`config.mk`:
```
export PLATFORM = sky130hd
export DESIGN_NAME = pipe_hold_ctrl_flat
export DESIGN_NICKNAME = d
export VERILOG_FILES = /design/src/rtl/pipe_hold_ctrl_if.sv /design/src/rtl/pipe_hold_ctrl.sv /design/src/flat_wrapper.sv
export SDC_FILE = /design/constraint.sdc
export NUM_CORES = 1
export LEC_CHECK = 0
export BUFFER_PORTS_ARGS = -buffer_cell sky130_fd_sc_hd__buf_2
export CAP_MARGIN = 20
export CORE_AREA = 5 5 86 88
export CTS_CLUSTER_SIZE = 25
export DETAILED_ROUTE_END_ITERATION = 8
export DIE_AREA = 0 0 91 93
export PLACE_DENSITY = 0.82
export SYNTH_ARGS = -nofsm -noshare
export SYNTH_HDL_FRONTEND = slang
export SYNTH_SLANG_ARGS = --single-unit
export TNS_END_PERCENT = 10
```
`constraint.sdc`:
```
create_clock -name clk -period 3.8 [get_ports clk]
set_input_delay 0.57 -clock clk [delete_from_list [all_inputs] [get_ports clk]]
set_output_delay 0.57 -clock clk [all_outputs]
set_load 0.005 [all_outputs]
```
`src/rtl/pipe_hold_ctrl_if.sv`:
```
// pipe_hold_ctrl_if: request inputs and hold/redirect outputs of the pipeline hold controller
interface pipe_hold_ctrl_if;
    logic        mem_wait_i;
    logic        div_busy_i;
    logic        jump_req_i;
    logic [63:0] jump_addr_i;
    logic        loaduse_req_i;
    logic [2:0]  hold_pc_o;
    logic [2:0]  hold_ifid_o;
    logic [2:0]  hold_idex_o;
    logic [2:0]  hold_exmem_o;
    logic [2:0]  hold_memwb_o;
    logic        redirect_o;
    logic [63:0] redirect_addr_o;
    logic [31:0] stall_cnt_o;
    logic        timeout_o;
    modport master (
        output mem_wait_i, div_busy_i, jump_req_i, jump_addr_i, loaduse_req_i,
        input  hold_pc_o, hold_ifid_o, hold_idex_o, hold_exmem_o, hold_memwb_o,
        input  redirect_o, redirect_addr_o, stall_cnt_o, timeout_o
    );
    modport slave (
        input  mem_wait_i, div_busy_i, jump_req_i, jump_addr_i, loaduse_req_i,
        output hold_pc_o, hold_ifid_o, hold_idex_o, hold_exmem_o, hold_memwb_o,
        output redirect_o, redirect_addr_o, stall_cnt_o, timeout_o
    );
endinterface

```
`src/rtl/pipe_hold_ctrl.sv`:
```
// pipe_hold_ctrl: priority hold/flush/redirect controller for the 5-stage core.
// Define HOLD_CTRL_WATCHDOG_EN to build the hung-memory-access watchdog.
module pipe_hold_ctrl #(
    parameter int TIMEOUT = 255,
    parameter int CNT_W   = 8
) (
    input logic           clk,
    input logic           rst,
    pipe_hold_ctrl_if.slave bus
);
    localparam logic [2:0] PASS  = 3'b000;
    localparam logic [2:0] FLUSH = 3'b001;
    localparam logic [2:0] HOLD  = 3'b010;
    typedef enum logic [1:0] {RUN, MWAIT, DWAIT, REDIR} state_t;
    if (TIMEOUT <= 0 || TIMEOUT >= 2 ** CNT_W) begin : g_bad_param
        $error("TIMEOUT must fit in CNT_W bits");
    end
    state_t      state;
    state_t      next_state;
    logic [31:0] stall_cnt;
    logic [14:0] holds;
    logic        mw, dv, jp, lu_eff, redirect, timeout, drain;
    assign mw     = bus.mem_wait_i;
    assign dv     = bus.div_busy_i;
    assign jp     = bus.jump_req_i;
    // the cycle after a redirect ID holds a flushed bubble, so its load-use flag is stale
    assign lu_eff = bus.loaduse_req_i && state != REDIR;
    always_comb begin
        holds      = drain  ? {5{FLUSH}} :
                     mw     ? {HOLD, HOLD, HOLD, HOLD, FLUSH} :
                     dv     ? {HOLD, HOLD, HOLD, FLUSH, PASS} :
                     jp     ? {PASS, FLUSH, FLUSH, PASS, PASS} :
                     lu_eff ? {HOLD, HOLD, FLUSH, PASS, PASS} : '0;
        redirect   = jp && !mw && !dv;
        next_state = mw ? MWAIT : dv ? DWAIT : jp ? REDIR : RUN;
    end
    always_ff @(posedge clk or negedge rst) begin
        if (!rst) begin
            state     <= RUN;
            stall_cnt <= '0;
        end else begin
            state <= next_state;
            if (holds[14:12] == HOLD) stall_cnt <= stall_cnt + 32'd1;
        end
    end
`ifdef HOLD_CTRL_WATCHDOG_EN
    logic [CNT_W-1:0] wd_cnt;
    logic             timeout_q;
    always_ff @(posedge clk or negedge rst) begin
        if (!rst) begin
            wd_cnt    <= '0;
            timeout_q <= 1'b0;
        end else if (!mw) begin
            wd_cnt <= '0;
        end else if (state == MWAIT && wd_cnt != CNT_W'(TIMEOUT)) begin
            wd_cnt <= wd_cnt + CNT_W'(1);
            if (wd_cnt == CNT_W'(TIMEOUT - 1)) timeout_q <= 1'b1;
        end
    end
    assign timeout = timeout_q;
    assign drain   = timeout_q && mw;
`else
    assign timeout = 1'b0;
    assign drain   = 1'b0;
`endif
    assign bus.hold_pc_o       = holds[14:12];
    assign bus.hold_ifid_o     = holds[11:9];
    assign bus.hold_idex_o     = holds[8:6];
    assign bus.hold_exmem_o    = holds[5:3];
    assign bus.hold_memwb_o    = holds[2:0];
    assign bus.redirect_o      = redirect;
    assign bus.redirect_addr_o = redirect ? bus.jump_addr_i : '0;
    assign bus.stall_cnt_o     = stall_cnt;
    assign bus.timeout_o       = timeout;
endmodule

```
`src/flat_wrapper.sv`:
```
// flat-port wrapper written by rule: the top's interface ports become plain ports
module pipe_hold_ctrl_flat 
#(
    parameter int TIMEOUT = 255,
    parameter int CNT_W   = 8
)
  (clk, rst, bus_mem_wait_i, bus_div_busy_i, bus_jump_req_i, bus_jump_addr_i, bus_loaduse_req_i, bus_hold_pc_o, bus_hold_ifid_o, bus_hold_idex_o, bus_hold_exmem_o, bus_hold_memwb_o, bus_redirect_o, bus_redirect_addr_o, bus_stall_cnt_o, bus_timeout_o);
  pipe_hold_ctrl_if bus_i ();
  input logic clk;
  input logic rst;
  input wire logic [$bits(bus_i.mem_wait_i)-1:0] bus_mem_wait_i;
  input wire logic [$bits(bus_i.div_busy_i)-1:0] bus_div_busy_i;
  input wire logic [$bits(bus_i.jump_req_i)-1:0] bus_jump_req_i;
  input wire logic [$bits(bus_i.jump_addr_i)-1:0] bus_jump_addr_i;
  input wire logic [$bits(bus_i.loaduse_req_i)-1:0] bus_loaduse_req_i;
  output wire logic [$bits(bus_i.hold_pc_o)-1:0] bus_hold_pc_o;
  output wire logic [$bits(bus_i.hold_ifid_o)-1:0] bus_hold_ifid_o;
  output wire logic [$bits(bus_i.hold_idex_o)-1:0] bus_hold_idex_o;
  output wire logic [$bits(bus_i.hold_exmem_o)-1:0] bus_hold_exmem_o;
  output wire logic [$bits(bus_i.hold_memwb_o)-1:0] bus_hold_memwb_o;
  output wire logic [$bits(bus_i.redirect_o)-1:0] bus_redirect_o;
  output wire logic [$bits(bus_i.redirect_addr_o)-1:0] bus_redirect_addr_o;
  output wire logic [$bits(bus_i.stall_cnt_o)-1:0] bus_stall_cnt_o;
  output wire logic [$bits(bus_i.timeout_o)-1:0] bus_timeout_o;
  assign bus_i.mem_wait_i = bus_mem_wait_i;
  assign bus_i.div_busy_i = bus_div_busy_i;
  assign bus_i.jump_req_i = bus_jump_req_i;
  assign bus_i.jump_addr_i = bus_jump_addr_i;
  assign bus_i.loaduse_req_i = bus_loaduse_req_i;
  assign bus_hold_pc_o = bus_i.hold_pc_o;
  assign bus_hold_ifid_o = bus_i.hold_ifid_o;
  assign bus_hold_idex_o = bus_i.hold_idex_o;
  assign bus_hold_exmem_o = bus_i.hold_exmem_o;
  assign bus_hold_memwb_o = bus_i.hold_memwb_o;
  assign bus_redirect_o = bus_i.redirect_o;
  assign bus_redirect_addr_o = bus_i.redirect_addr_o;
  assign bus_stall_cnt_o = bus_i.stall_cnt_o;
  assign bus_timeout_o = bus_i.timeout_o;
  pipe_hold_ctrl #(.TIMEOUT(TIMEOUT), .CNT_W(CNT_W)) u_core (.clk(clk), .rst(rst), .bus(bus_i));
endmodule
```
==> run metrics <==
clk slew on worst S/H paths 0.07 ns; Initial Utilization 33.9%; critical-path cell list buf_2 -> nand2b_1 -> nor2_2 -> buf_4 -> and2_1 -> buf_2; chip width 91 um; core area between 6000 and 7000 sq um; buffers added on ports 174; max_cap viols 0; Antenna Nets Post-Route 0; FF-to-FF Start u_core.bus.stall_cnt_o[0]; drt first pass iters 4; Tot GR Track Use 18.4%; final net count 479; Detail Placement HPWL 6.94 mm; DR iter-0 viols 78; vias 2,282; Crit Path Class in2out; Final Cycle Share between 50% and 60%; DR WL/cell between 15 and 20 um; worst slew pin tran about 0.72 ns; synth warn 0; Crit path top cell by count buf_2; final critical-path required period 2.26 ns; # setup viols final 0; global route overflow 0; Post-Synthesis Cells 241; number of remaining DRC errors 0; Crit path arrival time about 1.7 ns; Worst-Skew Late Latency 0.29 ns; initial antenna violation count 4; HP Class in2async; Final Core Density 49.5%; largest net degree at the start of global routing 66; Hold-fix buffers, CTS 0; TritonCTS clock tree yes; DR vias/cell around 4.6; WL final 8.06 mm; crit path max fanout between 60 and 70; Die Ht 93 um; Buf+Inv Stages, Crit Path 3; Clock Sinks 34; status finished, final reports clean; synthesis-to-finish area growth 46.0%; Yosys reg bits 34; CTS Buf Count 5; Max Slew Vio Count 0; biggest area consumer among synthesized cells dfrtp_1; RD Place Congestion 0.872; Max-slew headroom 51.7%; # IOs 183; synthesized area per cell roughly 9 sq um; Post-CTS Setup Repair Bufs 0; Rows 30; Root Driver clkbuf_8; setup repair after global routing missed its margin no; Worst setup SP type input pin; Final TNS setup 0 ns; Fin. Hold Viols 0; P_leak ~0.0018 uW; vias in the first global route 2,264; DIE AREA 8460 sq um; Crit path required time 3.23 ns; CTS Buffer Depth 2; Worst path slowest cell buf_4; Critical Path End Type output port; top cells by area, synth dfrtp_1 (38%), and2_1 (19%), xnor2_1 (11%); Seq/Total Area, Yosys a little under two fifths; CP delay by family, top buffers and inverters; layout cells sized above 1 47.4%; Pwr per Cell Area 343 nW/um^2; largest stage delay on the critical path between 0.3 and 0.4 ns; Cell variety after synth 34; start point of the critical path bus_div_busy_i; first-pass GRT wire length 12.3 mm; Final Skew between 0.006 and 0.007 ns; cts repair resizes 0; peak supply drop 339 uV; Fmax 0.442 GHz; area share of the largest cell type after synthesis 38.2%; FILL cells 647; H-tree levels 2; Mapped Area 2230 sq um
## routing by layer
metal,vias to the layer above,track usage [%],part of all wire [%]
li1,1119,-,-
met1,1043,18.4,34
met2,110,33.8,52
met3,8,9.98,13
met4,2,3.67,0.84
met5,-,0,0.087
## worst register-to-register path, delay by kind of cell, from the launching register on
family / cells / cell delay [ns]
xor+xnor: 1 / 0.18
flops: 1 / 0.41
fa+ha+maj: 1 / 0.21
simple gates: 3 / 0.74
## cells in the mapped netlist, drive strengths merged
| cell | number |
|---|---|
| ha | 1 |
| nor3b | 1 |
| nand2 | 11 |
| xnor2 | 29 |
| or2 | 1 |
| a21oi | 1 |
| nor3 | 5 |
| xor2 | 2 |
| and2 | 66 |
| dfrtp | 34 |
| nand2b | 3 |
| nor2b | 1 |
| clkbuf | 8 |
| and3 | 4 |
| nand4b | 4 |
| buf | 14 |
| nand3 | 9 |
| and4 | 1 |
| conb | 1 |
| inv | 6 |
| a31o | 1 |
| mux2 | 1 |
| nor2 | 12 |
| nand4 | 22 |
| nor4 | 3 |
## worst paths after layout
path / endpoint / slack (ns) / cells after the start
max: bus_redirect_addr_o[0] / 1.54 / 6
min: u_core.bus.stall_cnt_o[1] / 0.33 / 1
max reg2reg: u_core.bus.stall_cnt_o[30] / 2.15 / 5
min reg2reg: u_core.bus.stall_cnt_o[31] / 0.46 / 1
max in group asynchronous: u_core.bus.stall_cnt_o[17] / 2.99 / 1
min in group clk: u_core.bus.stall_cnt_o[31] / 0.46 / 1
## where the power goes
| group | internal [uW] | switching, uW |
|---|---|---|
| clock network | 263 | 133 |
| logic | 130 | 125 |
| registers | 406 | 59.7 |
## layout by cell type (no fill, tap or decap), types with 2 or more instances in the layout
cell,Yosys,layout
nor4_4,2,2
and2_1,66,66
clkbuf_8,0,5
dfrtp_1,34,34
nor2_1,10,9
bufinv_16,0,2
nand2b_1,3,3
diode_2,0,3
buf_2,3,174
nor3_1,4,4
conb_1,1,8
nor2_2,1,2
nand4_1,20,20
inv_1,6,6
xnor2_1,29,29
xor2_1,2,2
nand4b_1,4,4
and3_1,3,3
nand3_1,8,8
nand2_1,11,11
## cells by family after synthesis
logic type | synth area share [%]
compound gates | 0.618
other cells | 0.168
buf+inv | 6.74
xor+xnor | 12.2
fa+ha+maj | 0.562
mux | 0.506
flops | 38.2
simple gates | 41.0
## final cells by class
cell class / count / area [sq um] / area share [%]
Multi-Input combinational cell: 186 / 1250 / 38.6
Timing Repair Buffer: 175 / 878 / 27.0
Sequential cell: 34 / 851 / 26.2
Tap cell: 80 / 100 / 3.08
Clock buffer: 5 / 68.8 / 2.12
Clock inverter: 3 / 68.8 / 2.12
Inverter: 6 / 22.5 / 0.693
Antenna cell: 3 / 7.51 / 0.231
## metrics by stage
step	hold slack, ns	std cells	area, sq um	total power, uW	setup WS, ns
detailed placement	0.460	481	3110	733	1.52
global placement	0.457	481	3110	722	1.53
finish	0.332	492	3250	1120	1.54
global route	0.400	492	3250	1180	1.38
CTS	0.365	489	3240	1130	1.52
floorplan	0.274	248	2250	600	1.80
## state kept, by name (all words and copies together) (netlist names)
register                cells
u_core.bus.stall_cnt_o     32
u_core.state                2
Power figures use the tool's default switching activity.
